==> config.mk <==
export PLATFORM = sky130hd
export DESIGN_NAME = load_store_unit
export DESIGN_NICKNAME = d
export VERILOG_FILES = /design/src/rtl/lsu_pkg.sv /design/src/rtl/load_align.sv /design/src/rtl/load_store_unit.sv
export SDC_FILE = /design/constraint.sdc
export NUM_CORES = 1
export LEC_CHECK = 0
export CAP_MARGIN = 5
export CORE_ASPECT_RATIO = 1.25
export CORE_MARGIN = 4
export CORE_UTILIZATION = 39
export CTS_BUF_LIST = sky130_fd_sc_hd__clkbuf_16
export CTS_CLUSTER_SIZE = 30
export DETAILED_ROUTE_END_ITERATION = 10
export PLACE_DENSITY = 0.88
export SYNTH_ARGS = -nofsm -noshare
export SYNTH_HDL_FRONTEND = slang
export SYNTH_HIERARCHICAL = 1
export SYNTH_SLANG_ARGS = --single-unit
==> constraint.sdc <==
create_clock -name clk -period 1.57 [get_ports clk]
set_input_delay 0.157 -clock clk [delete_from_list [all_inputs] [get_ports clk]]
set_output_delay 0.157 -clock clk [all_outputs]
set_load 0.01 [all_outputs]
==> src/rtl/lsu_pkg.sv <==
// Shared definitions for the load/store unit: access-size codes, FSM states, lane helpers.
// Pure package: no logic, no latency.
// No flow control here; consumers own all handshakes.
package lsu_pkg;

  // Access-size encodings as carried on req_size.
  localparam logic [1:0] SZ_B = 2'b00;
  localparam logic [1:0] SZ_H = 2'b01;
  localparam logic [1:0] SZ_W = 2'b10;
  localparam logic [1:0] SZ_X = 2'b11;  // illegal encoding

  typedef enum logic [2:0] {
    ST_IDLE      = 3'd0,
    ST_STORE     = 3'd1,
    ST_LOAD_REQ  = 3'd2,
    ST_LOAD_WAIT = 3'd3,
    ST_RESP      = 3'd4
  } state_t;

  // Number of byte lanes touched by an access of the given size.
  function automatic logic [2:0] lane_count(input logic [1:0] size);
    case (size)
      SZ_B:    lane_count = 3'd1;
      SZ_H:    lane_count = 3'd2;
      default: lane_count = 3'd4;
    endcase
  endfunction

  // True when the byte offset does not suit the size, or the size is illegal.
  function automatic logic misaligned(input logic [1:0] size, input logic [1:0] offset);
    case (size)
      SZ_B:    misaligned = 1'b0;
      SZ_H:    misaligned = offset[0];
      SZ_W:    misaligned = (offset != 2'b00);
      default: misaligned = 1'b1;
    endcase
  endfunction

endpackage

==> src/rtl/load_align.sv <==
// Load data alignment: picks the addressed lane(s) of a memory word and sign/zero-extends.
// Latency: purely combinational.
// No backpressure; result follows inputs.
// Ports: r_data (memory word), offset (byte offset), size (SZ_*), is_unsigned, result (32-bit).
module load_align
  import lsu_pkg::*;
(
  input  logic [31:0] r_data,
  input  logic [1:0]  offset,
  input  logic [1:0]  size,
  input  logic        is_unsigned,
  output logic [31:0] result
);

  logic [7:0]  byte_v;
  logic [15:0] half_v;

  always_comb begin
    byte_v = r_data[{offset, 3'b000} +: 8];
    // Halves are lane-aligned, so only offset[1] selects.
    half_v = offset[1] ? r_data[31:16] : r_data[15:0];
    case (size)
      SZ_B:    result = {{24{~is_unsigned & byte_v[7]}}, byte_v};
      SZ_H:    result = {{16{~is_unsigned & half_v[15]}}, half_v};
      default: result = r_data;
    endcase
  end

endmodule

==> src/rtl/load_store_unit.sv <==
// Load/store initiator for data_mem: one request at a time, stores split into single-lane beats.
// Latency: store resp N+1 cycles after accept (N = lanes), load resp 3 cycles after accept.
// Backpressure: req_ready only in IDLE; responses cannot be stalled.
// Ports: req_* (CPU request), resp_* (one-cycle completion), wren/is_load/mask_buffer/r_addr/
//        w_addr/w_data/r_data (data_mem side). Optional macro MISALIGN_TRAP_EN: misaligned or
//        illegal requests answer immediately with resp_err=1 and no memory beat; without it
//        the address is forced to size alignment, size 11 is a word, and resp_err is absent.
module load_store_unit
  import lsu_pkg::*;
#(
  parameter int ADDR_W = 5,
  parameter int DATA_W = 32
) (
  input  logic              clk,
  input  logic              rst,
  input  logic              req_valid,
  output logic              req_ready,
  input  logic              req_is_store,
  input  logic [1:0]        req_size,
  input  logic              req_unsigned,
  input  logic [31:0]       req_addr,
  input  logic [DATA_W-1:0] req_wdata,
  output logic              resp_valid,
  output logic [DATA_W-1:0] resp_rdata,
`ifdef MISALIGN_TRAP_EN
  output logic              resp_err,
`endif
  output logic              wren,
  output logic              is_load,
  output logic [3:0]        mask_buffer,
  output logic [ADDR_W-1:0] r_addr,
  output logic [ADDR_W-1:0] w_addr,
  output logic [DATA_W-1:0] w_data,
  input  logic [DATA_W-1:0] r_data
);

  state_t              state_q, state_d;
  logic [1:0]          size_q;
  logic                unsigned_q;
  logic [1:0]          off_q;
  logic [ADDR_W-1:0]   widx_q;
  logic [DATA_W-1:0]   wdata_q;
  logic [1:0]          beat_q;
  logic [DATA_W-1:0]   rdata_q;
  logic [DATA_W-1:0]   align_out;
  logic [1:0]          lane;
  logic                accept;
  logic [1:0]          size_n;
  logic [1:0]          off_n;
  logic                bad_n;
`ifdef MISALIGN_TRAP_EN
  logic                err_q;
`endif

  assign accept    = req_valid && (state_q == ST_IDLE);
  assign req_ready = (state_q == ST_IDLE);
  assign lane      = off_q + beat_q;

  // Request normalisation applied at the accept edge.
  always_comb begin
`ifdef MISALIGN_TRAP_EN
    size_n = req_size;
    off_n  = req_addr[1:0];
    bad_n  = misaligned(req_size, req_addr[1:0]);
`else
    size_n = (req_size == SZ_X) ? SZ_W : req_size;
    bad_n  = 1'b0;
    case (size_n)
      SZ_B:    off_n = req_addr[1:0];
      SZ_H:    off_n = {req_addr[1], 1'b0};
      default: off_n = 2'b00;
    endcase
`endif
  end

  always_comb begin
    state_d = state_q;
    case (state_q)
      ST_IDLE: begin
        if (accept) begin
          if (bad_n)             state_d = ST_RESP;
          else if (req_is_store) state_d = ST_STORE;
          else                   state_d = ST_LOAD_REQ;
        end
      end
      ST_STORE: begin
        if ({1'b0, beat_q} == lane_count(size_q) - 3'd1) state_d = ST_RESP;
      end
      ST_LOAD_REQ:  state_d = ST_LOAD_WAIT;
      ST_LOAD_WAIT: state_d = ST_RESP;
      ST_RESP:      state_d = ST_IDLE;
      default:      state_d = ST_IDLE;
    endcase
  end

  load_align u_load_align (
    .r_data      (r_data),
    .offset      (off_q),
    .size        (size_q),
    .is_unsigned (unsigned_q),
    .result      (align_out)
  );

  always_ff @(posedge clk) begin
    if (rst) begin
      state_q    <= ST_IDLE;
      size_q     <= SZ_B;
      unsigned_q <= 1'b0;
      off_q      <= 2'b00;
      widx_q     <= '0;
      wdata_q    <= '0;
      beat_q     <= 2'b00;
      rdata_q    <= '0;
`ifdef MISALIGN_TRAP_EN
      err_q      <= 1'b0;
`endif
    end else begin
      state_q <= state_d;
      if (accept) begin
        size_q     <= size_n;
        unsigned_q <= req_unsigned;
        off_q      <= off_n;
        widx_q     <= req_addr[ADDR_W+1:2];
        wdata_q    <= req_wdata;
        beat_q     <= 2'b00;
        // Cleared here so stores and trapped requests answer with zero data.
        rdata_q    <= '0;
`ifdef MISALIGN_TRAP_EN
        err_q      <= bad_n;
`endif
      end
      if (state_q == ST_STORE)     beat_q  <= beat_q + 2'd1;
      if (state_q == ST_LOAD_WAIT) rdata_q <= align_out;
    end
  end

  // Memory and response outputs are driven only in their own state, zero otherwise.
  always_comb begin
    wren        = 1'b0;
    is_load     = 1'b0;
    mask_buffer = 4'b0000;
    r_addr      = '0;
    w_addr      = '0;
    w_data      = '0;
    resp_valid  = 1'b0;
    resp_rdata  = '0;
`ifdef MISALIGN_TRAP_EN
    resp_err    = 1'b0;
`endif
    case (state_q)
      ST_STORE: begin
        wren        = 1'b1;
        mask_buffer = 4'b0001 << lane;
        w_addr      = widx_q;
        // Byte k of the store data lands in lane offset+k.
        w_data      = {{(DATA_W-8){1'b0}}, wdata_q[{beat_q, 3'b000} +: 8]} << {lane, 3'b000};
      end
      ST_LOAD_REQ: begin
        is_load = 1'b1;
        r_addr  = widx_q;
      end
      ST_RESP: begin
        resp_valid = 1'b1;
        resp_rdata = rdata_q;
`ifdef MISALIGN_TRAP_EN
        resp_err   = err_q;
`endif
      end
      default: ;
    endcase
  end

endmodule

==> qor.txt <==
Status - finished with violations
Failing checks - negative setup slack
Crit path cell chain - xor3_2, buf_4, buf_6, nand3_4, buf_6, buf_4, nor2b_2, buf_2
FF-to-FF Start - off_q[1]$_SDFFE_PP0P_
Worst path required time - 1.41 ns
Slew Limit Fails - 0
RSZ-0062 raised after global routing - yes
Post-synthesis adder-cell area fraction - 0.561%
Post-DR wirelength/cell - 27.8 µm
CTS Hold Bufs - 0
Layout cells sized above 1 - 58.0%
Clock sink total - 79
H-tree levels - 3
CTS tree - done
1st-iter DRT viols - 584
Largest stage delay on the critical path - 0.47 ns
Gr ovfl total - 0
Die W - 104 µm
Vias in the first global route - 5,589
Post-synthesis sequential area ratio - 35.5%
Ys flop type - dfxtp_1
Post-synthesis xor/xnor area fraction - 0.730%
Final hold violation count - 0
Placed cell areas - 6430 µm²
Worst slew margin - 41.2%
Setup CP Type - reg -> out
Worst Setup EP - w_data[18]
Reg-to-reg setup timing slack - -0.44 ns
Initial Utilization - 40.0%
I/O pin cnt - 185
Cell taking the most area after synthesis - dfxtp_1
Mux share of post-synthesis cell area - 4.83%
Type of the worst min-delay path - in -> reg
DRC Markers - 0
Via Count - 6,202
Async set-or-reset flop fraction in the synthesized netlist - 0%
R2R Path End - rdata_q[7]$_SDFFE_PP0P_
Global-route wire length before repair - 29,600 µm
Top cells by area, synth - dfxtp_1 35%, nand2_1 14%, a21oi_1 9.0%
Design Area, Final - 9260 µm²
Crit. Startpoint - beat_q[1]$_SDFFE_PP0P_
Antenna violations before repair - 1
Buffers on Ports - 159
Post-Syn Instances - 598
Critical path fanouts, max - 4
Net count after synthesis - 703
Layout Nets - 940
First-pass iteration count of the detailed router - 5
Root buf cell - clkbuf_16
# Max-Cap Violations - 0
Worst skew pair latency - 0.36 ns
Mapped Area - 4460 µm²
Clk slew on worst S/H paths - 0.07 ns
Final Cycle Share - 142%
Fmax - 0.448 GHz
Setup_tns - -58.18 ns
Via/cell ratio - 6.36
Core area - 11,100 µm²
Peak supply drop - 0.834 mV
Worst-Margin Slew - 0.873 ns
Final Critical Period - 2.23 ns
Skew final - 0.0148 ns
Most numerous cell in the Yosys netlist - nand2_1
Post-synth EDFFs - 0
DP Wirelength - 10,300 µm
CTS Buffer Depth - 2
Synthesis Warnings - 6
Avg Inst Size Synth - 7.46 µm²
CP arrival - 2.08 ns
Routability cong. - 0.885
Simple-Gate Fraction of Synth Area - 35.4%
Die area - 13,200 µm²
Synth Area in Compound Gates - 15.8%
Slowest CP cell - xor3_2
Yosys cell types - 54
Largest family of logic cells by synthesized area - simple AND/OR/NAND/NOR gates
Leakage - 3.68 nW
Most frequent cells after synthesis - 170 x nand2_1, 80 x a21oi_1, 79 x dfxtp_1, 38 x and2_1, 37 x nand3_1
Setup slack after layout - -0.664 ns
Antenna Nets Post-Route - 0
CP endpoint kind - primary output
Die Height - 128 µm
Startpoint type of the worst setup path - flip-flop
Final setup violation count - 161
Total GRT Usage - 28.4%
Largest net degree at the start of global routing - 34
Storage element area - 1590 µm²
R2R cell count - 7
Fill count - 497
Aggregate routed wire length - 27,100 µm
Row Count - 43
P&R area growth vs syn - 108%
Combined area of the multi-input logic cells - 3930 µm²
Power per Cell Area - 1230 nW/µm²
Synth Register Bits - 79
Yosys top cell area share - 35.5%
ANT cells - 0
Num CTS Buffers - 9
==> cell type report <==
class | instances | share of cell area [%]
clock inverter | 7 | 1.03
clock buffer | 9 | 2.43
tap | 135 | 1.83
sequential | 79 | 17.2
inverter | 11 | 0.554
timing repair buffer | 277 | 34.6
multi-input combinational | 457 | 42.4
==> critical path, delay by kind of cell, from the launching register on <==
family / cells / cell delay, ns
DFF: 1 / 0.34
xor gates and xnor gates: 1 / 0.47
and+or+nand+nor: 2 / 0.23
buffers and inverters: 5 / 0.69
==> where the power goes <==
part	internal [mW]	total, mW	switching (mW)
Combinational	3.18	6.36	3.17
Sequential	2.28	2.64	0.356
Clock	1.40	2.43	1.02
Total	6.87	11.4	4.55
==> through the flow <==
step / hold slack, ns / power (mW) / setup slack [ns] / utilization [%] / std cells
finish: 0.372 / 11.4 / -0.664 / 83.1 / 975
global route: 0.377 / 11.6 / -0.667 / 83.1 / 975
CTS: 0.297 / 9.35 / -0.678 / 70.9 / 954
detailed placement: 0.446 / 5.40 / -0.596 / 57.8 / 880
global placement: 0.440 / 5.31 / -0.509 / 57.8 / 880
floorplan: 0.293 / 4.30 / -0.117 / - / 598
==> worst min path at each step <==
| stage | from | to | slack (ns) | depth (start not counted) |
|---|---|---|---|---|
| 2_1_floorplan | req_wdata[0] | wdata_q[0]$_SDFFE_PP0P_ | 0.29 | 2 |
| 3_3_place_gp | wdata_q[21]$_SDFFE_PP0P_ | wdata_q[21]$_SDFFE_PP0P_ | 0.44 | 2 |
| 3_5_place_dp | wdata_q[20]$_SDFFE_PP0P_ | wdata_q[20]$_SDFFE_PP0P_ | 0.45 | 2 |
| 4_1_cts | rst | wdata_q[0]$_SDFFE_PP0P_ | 0.30 | 2 |
| 5_1_grt | req_wdata[8] | wdata_q[8]$_SDFFE_PP0P_ | 0.38 | 3 |
| 6_report | req_addr[5] | widx_q[3]$_SDFFE_PP0P_ | 0.37 | 3 |
==> cell families (layout without fill, tap and decap cells) <==
| family | Yosys count | count (layout) |
|---|---|---|
| simple gates | 323 | 324 |
| compound gates | 118 | 118 |
| flops | 79 | 79 |
| buf+inv | 63 | 304 |
| mux | 11 | 11 |
| fa+ha+maj | 2 | 2 |
| xor+xnor | 2 | 2 |
==> state kept, by name, indices dropped and copies added (netlist names) <==
register	cells
off_q	2
beat_q	2
widx_q	5
rdata_q	32
wdata_q	32
unsigned_q	1
size_q	2
state_q	3
==> per-layer routing <==
metal / track usage, % / vias up / routed length [µm]
met5: 0 / - / 13
met4: 18.9 / 2 / 2460
met3: 6.11 / 209 / 2510
met2: 51.0 / 548 / 13300
met1: 29.9 / 2952 / 8770
li1: - / 2491 / -
==> layout by cell type, fill, tap and decap left out, types with 3 or more instances in the layout <==
| cell | instances |
|---|---|
| nand2_1 | 127 |
| buf_6 | 104 |
| clkdlybuf4s50_1 | 76 |
| a21oi_2 | 72 |
| dfxtp_1 | 71 |
| buf_4 | 42 |
| nand2_4 | 41 |
| and2_4 | 37 |
| nor2b_4 | 25 |
| buf_12 | 22 |
| nand3_4 | 20 |
| nand3_2 | 15 |
| clkbuf_16 | 14 |
| buf_8 | 11 |
| buf_2 | 11 |
| nand2b_1 | 8 |
| mux4_2 | 8 |
| a21oi_1 | 8 |
| dfxtp_2 | 8 |
| a221o_1 | 8 |
| inv_1 | 7 |
| nor2b_1 | 6 |
| nor2_1 | 6 |
| buf_16 | 6 |
| nor2b_2 | 5 |
| nor2_4 | 4 |
| and3_4 | 4 |
| nand2_2 | 4 |
| a21o_1 | 4 |
| a22oi_1 | 4 |
| nand3b_1 | 3 |
| a2bb2oi_1 | 3 |
| o22a_1 | 3 |
| o21ai_1 | 3 |
==> what timing repair did <==
| item | CTS | global route |
|---|---|---|
| cloned | 13 | 7 |
| pin swaps | 82 | 93 |
| buffers inserted | 45 | 26 |
| gates resized for setup | 487 | 324 |
| endpoints found under the setup margin | 160 | 159 |
Power figures use the tool's default switching activity.
